<file path="config.mk">
export PLATFORM = sky130hd
export DESIGN_NAME = decode_queue
export DESIGN_NICKNAME = d
export VERILOG_FILES = /design/src/rtl/decode_queue.sv
export SDC_FILE = /design/constraint.sdc
export NUM_CORES = 1
export LEC_CHECK = 0
export BUFFER_PORTS_ARGS = -buffer_cell sky130_fd_sc_hd__buf_2
export CORE_MARGIN = 5
export CORE_UTILIZATION = 47
export DETAILED_ROUTE_END_ITERATION = 16
export PLACE_DENSITY = 0.67
export REMOVE_ABC_BUFFERS = 1
export SYNTH_ARGS = -nofsm -noshare
export SYNTH_HDL_FRONTEND = slang
export SYNTH_SLANG_ARGS = --single-unit
</file>
<file path="constraint.sdc">
create_clock -name core_clock_i -period 12.1 [get_ports core_clock_i]
set_input_delay 2.42 -clock core_clock_i [delete_from_list [all_inputs] [get_ports core_clock_i]]
set_output_delay 2.42 -clock core_clock_i [all_outputs]
set_load 0.01 [all_outputs]
</file>
<file path="src/rtl/decode_queue.sv">
`default_nettype none
// ============================================================================
// Module      : decode_queue
// Description : Circular buffer of decoded bundles between decode and rename.
//               One-cycle latency, flush discards held bundles, saturating
//               count of cycles in which decode was stalled by a full queue.
// Revision    : 1.0 - initial release
// ============================================================================
module decode_queue #(
    parameter int DEPTH     = 4,
    parameter int PAYLOAD_W = 256
) (
    input  logic                       core_clock_i,
    input  logic                       core_reset_i,
    input  logic                       core_flush_i,
    input  logic                       enq_valid_i,
    input  logic [PAYLOAD_W-1:0]       enq_payload_i,
    output logic                       enq_busy_o,
    output logic                       deq_valid_o,
    output logic [PAYLOAD_W-1:0]       deq_payload_o,
    input  logic                       deq_busy_i,
    output logic [$clog2(DEPTH):0]     occupancy_o,
    output logic [15:0]                full_cycles_o
);

    localparam int                c_PTR_W = $clog2(DEPTH);
    localparam int                c_OCC_W = c_PTR_W + 1;
    localparam logic [c_OCC_W-1:0] c_FULL  = c_OCC_W'(DEPTH);

    logic [PAYLOAD_W-1:0] r_mem [DEPTH];
    logic [c_PTR_W-1:0]   r_head;
    logic [c_PTR_W-1:0]   r_tail;
    logic [c_OCC_W-1:0]   r_occ;
    logic [15:0]          r_full_cycles;

    logic w_enq;
    logic w_deq;
    logic w_stall;

    // Status outputs derive only from registered occupancy, so neither
    // handshake input can reach the opposite side combinationally.
    assign enq_busy_o    = (r_occ == c_FULL);
    assign deq_valid_o   = (r_occ != '0);
    assign deq_payload_o = r_mem[r_head];
    assign occupancy_o   = r_occ;
    assign full_cycles_o = r_full_cycles;

    assign w_enq   = enq_valid_i & ~enq_busy_o & ~core_flush_i;
    assign w_deq   = deq_valid_o & ~deq_busy_i & ~core_flush_i;
    assign w_stall = enq_valid_i & enq_busy_o;

    // Bundle storage; contents are don't-care until written, so no reset.
    always_ff @(posedge core_clock_i) begin
        if (w_enq) begin
            r_mem[r_tail] <= enq_payload_i;
        end
    end

    // Pointers and occupancy; reset beats flush, flush beats handshakes.
    always_ff @(posedge core_clock_i) begin
        if (!core_reset_i) begin
            r_head <= '0;
            r_tail <= '0;
            r_occ  <= '0;
        end else if (core_flush_i) begin
            r_head <= '0;
            r_tail <= '0;
            r_occ  <= '0;
        end else begin
            if (w_enq) begin
                r_tail <= r_tail + 1'b1;
            end
            if (w_deq) begin
                r_head <= r_head + 1'b1;
            end
            if (w_enq && !w_deq) begin
                r_occ <= r_occ + 1'b1;
            end else if (w_deq && !w_enq) begin
                r_occ <= r_occ - 1'b1;
            end
        end
    end

    // Saturating stall counter; a flush does not clear it.
    always_ff @(posedge core_clock_i) begin
        if (!core_reset_i) begin
            r_full_cycles <= '0;
        end else if (w_stall && (r_full_cycles != 16'hFFFF)) begin
            r_full_cycles <= r_full_cycles + 16'd1;
        end
    end

endmodule
`default_nettype wire

</file>
==> key figures <==
Status
  • Status: finished, final reports clean

Drt
  • Initial DRT Pass Iterations: 5
  • DR iter-0 viols: 1201
  • DR DRC count: 0
  • Via count: 17.68k
  • Antenna viol nets, final: 0
  • Total length of routed wires: 81.30 mm
  • Wire per inst: 25.02 um
  • Vias per Instance: approximately 5.4

Run
  • Maxcap violations: 0

Logic synthesis
  • Sequential fraction of the synthesis area: between 80% and 90%
  • Yosys warnings: 0
  • Synth Register Bits: 1049
  • Synth Cell Area: roughly 38000 sq um
  • Synth cell types: 40
  • Cells after Synth: 1487
  • Syn_area_per_cell: 25.62 sq um

Global routing
  • Antenna violations before repair: 23
  • Largest net degree at the start of global routing: 151
  • First-pass GRT wire length: 121.0 mm
  • Vias in the first global route: about 19k
  • GRT overflow: 0
  • Tot GR Track Use: around 18%

Clock tree
  • Maximum clock path buffer count: 3
  • CTS tree: built
  • H-tree lvl count: 3
  • Reg clk slew, reported paths: 0.06 ns
  • Worst-Skew Late Latency: 0.64 ns
  • Setup bufs post-CTS: 0
  • Root Buffer Master: clkbuf_16
  • Clock Sink Count: 1049
  • Post-CTS Hold Buffers: 0
  • Post-cts resize count: 0
  • TritonCTS buffer count: 104

Floorplan
  • Initial core utilization: a little under half
  • Die outline height: between 200 and 300 um
  • DIE WIDTH: 294.7 um
  • Die area: 86850 sq um
  • Core footprint: approximately 80000 sq um
  • Row count: 104
  • I/O pin cnt: ~540

Worst setup path
  • Cells along the critical path: buf_4 > buf_12 > mux4_2 > buf_2
  • WP data arrival: 3.90 ns
  • RR Startpoint: occupancy_o[0]
  • CP endpoint kind: output pin
  • WP data required: 9.68 ns
  • Startpoint Class: flip-flop
  • Reg2reg end: r_mem[3][85]
  • Crit path kind: flip-flop to output pin
  • CP max FO: 100
  • Max stage delay on crit path: 0.80 ns
  • Register-to-Register Path Depth: 6
  • Crit-path slowest cell: dfxtp_4
  • Crit path to: deq_payload_o[56]
  • FF-to-FF setup slack: 8.34 ns

Placement
  • Hpwl dp: around 50 mm
  • Port Buffers: 537
  • Dpl cells: 3039
  • GPL Wtd Cong: 0.7932
  • Cell Area, Placed: 42040 sq um

Final layout
  • Post-Layout Cell Count: 3250
  • Layout cells sized above 1: 44.42%
  • Register Area: between 30000 and 40000 sq um
  • Layout Nets: 2353
  • Cell area after layout: 45430 sq um
  • Area taken by multi-input logic gates: 6566 sq um
  • Syn-to-layout area delta: 19.25%
  • # fillers: approximately 6.0k

Power
  • Sw frac: 19.86%
  • Sw Pwr: ~1.5 mW
  • Clock power share: 41.8%
  • P per Cell Area: 165.1 nW/um^2
  • Sequential power share: 54.3%
  • P_int: between 6 and 7 mW
  • Leakage: 14.94 nW
  • Maximum vdd drop: 0.1315 mV
  • Combinational share of power: ~3.8%

Timing
  • Fin Clk Skew: 0.01679 ns
  • F_max: 158.2 MHz
  • Slew Limit Fails: 0
  • Final Critical Period: between 6 and 7 ns
  • Worst slew pin tran: about 1.2 ns
  • Final Hold Vio Count: 0
  • Relative slew margins: 20.66%
  • Setup Total Neg Slack: 0 ns
  • Post-route clock period utilization: 52.24%
  • RSZ-0062 raised after global routing: no
  • Final Setup Violations: 0

Hold path
  • Hold Path Class: flip-flop to flip-flop
==> worst min path at each step <==
stage	slack, ns	cells past startpoint	from	to
3_5_place_dp	0.49	2	full_cycles_o[5]	full_cycles_o[5]
6_report	0.50	2	full_cycles_o[5]	full_cycles_o[5]
4_1_cts	0.50	2	full_cycles_o[5]	full_cycles_o[5]
5_1_grt	0.53	2	full_cycles_o[5]	full_cycles_o[5]
3_3_place_gp	0.48	2	full_cycles_o[5]	full_cycles_o[5]
2_1_floorplan	0.48	2	r_head[1]	flip-flop
==> power by group through the flow <==
stage	registers [mW]	clock network, mW	logic (mW)
global placement	4.15	0	0.285
finish	4.07	3.14	0.289
floorplan	4.17	0	0.130
detailed placement	4.15	0	0.295
CTS	4.07	3.21	0.296
global route	4.08	3.38	0.312
==> critical path: cells and delay by family, from the launching register on <==
kind	cells	cell delay (ns)
buf+inv	3	1.44
flops	1	0.80
mux	1	0.63
==> sequential cells by signal, indices dropped and copies added, names as in the netlist, named ones only <==
register and count:
r_mem 1024, occupancy_o 3, r_head 2, r_tail 2
full_cycles_o 16
==> cell usage after synthesis, drive strengths merged <==
cell	instances	area (sq um)
xnor2	1	8.760
and3	2	12.51
inv	6	22.52
and4bb	1	12.51
buf	36	167.7
mux4	256	5766
a21oi	10	50.05
o31ai	4	30.03
o311a	1	10.01
nor2	12	45.04
mux2i	10	100.1
clkbuf	26	97.59
xor2	5	43.79
nor2b	1	6.260
o21ai	2	10.01
nand2b	8	50.05
nor4	2	18.77
edfxtp	1024	30750
and2	4	25.02
nor3b	2	15.01
a311oi	1	8.760
dfxtp	25	500.5
or4	3	22.52
a21boi	1	11.26
or3	4	30.03
nand3	6	30.03
nor3	1	5.000
and4	1	8.760
a211oi	1	7.510
fa	1	20.02
a31oi	2	12.51
or2	1	6.260
nand4	6	58.80
ha	6	75.07
nand2	15	56.30
==> stage by stage <==
step | utilization (%) | hold slack [ns] | setup WS, ns | total power, mW
floorplan | - | 0.4847 | -1.700 | 4.299
global placement | 52.27 | 0.4784 | 6.263 | 4.431
detailed placement | 52.27 | 0.4945 | 6.277 | 4.446
CTS | 56.43 | 0.5034 | 5.560 | 7.582
global route | 56.45 | 0.5330 | 5.352 | 7.772
finish | 56.49 | 0.5042 | 5.780 | 7.500
==> final cells by class <==
cell class / count / area share [%]
sequential: 1049 / 68.81
multi-input combinational: 370 / 14.45
timing repair buffer: 554 / 6.307
clock buffer: 130 / 5.991
tap: 1060 / 2.920
clock inverter: 61 / 1.361
antenna: 20 / 0.1102
inverter: 6 / 0.04958
==> cell usage in the layout, fill, tap and decap left out, drive strengths merged, types with 5 or more instances in the layout <==
cell type,instances
mux4,256
clkinv,43
nand3,6
mux2i,10
buf,554
ha,6
edfxtp,1024
dfxtp,25
nor2,12
inv,10
nand2b,8
bufinv,11
nand2,15
diode,20
clkbuf,130
nand4,6
xor2,5
a21oi,10
==> cells by family (layout without fill, tap and decap cells) <==
logic type,after synthesis,after routing,synth area share (%)
other,0,20,0
buffers and inverters,68,751,0.7554
adders and majority gates,7,7,0.2496
and+or+nand+nor,69,69,1.058
AOI/OAI and AO/OA,22,22,0.3679
xor gates and xnor gates,6,6,0.1379
muxes,266,266,15.40
DFF,1049,1049,82.03
==> routing by layer <==
layer | vias up | GRT usage, % | share of wire (%)
met3 | 124 | 5.433 | 7.9
li1 | 7657 | - | -
met5 | - | 0 | 0.11
met1 | 9321 | 22.87 | 37
met4 | 14 | 5.169 | 2.2
met2 | 559 | 31.77 | 52
Note: power is estimated with default switching activity, not from simulation.
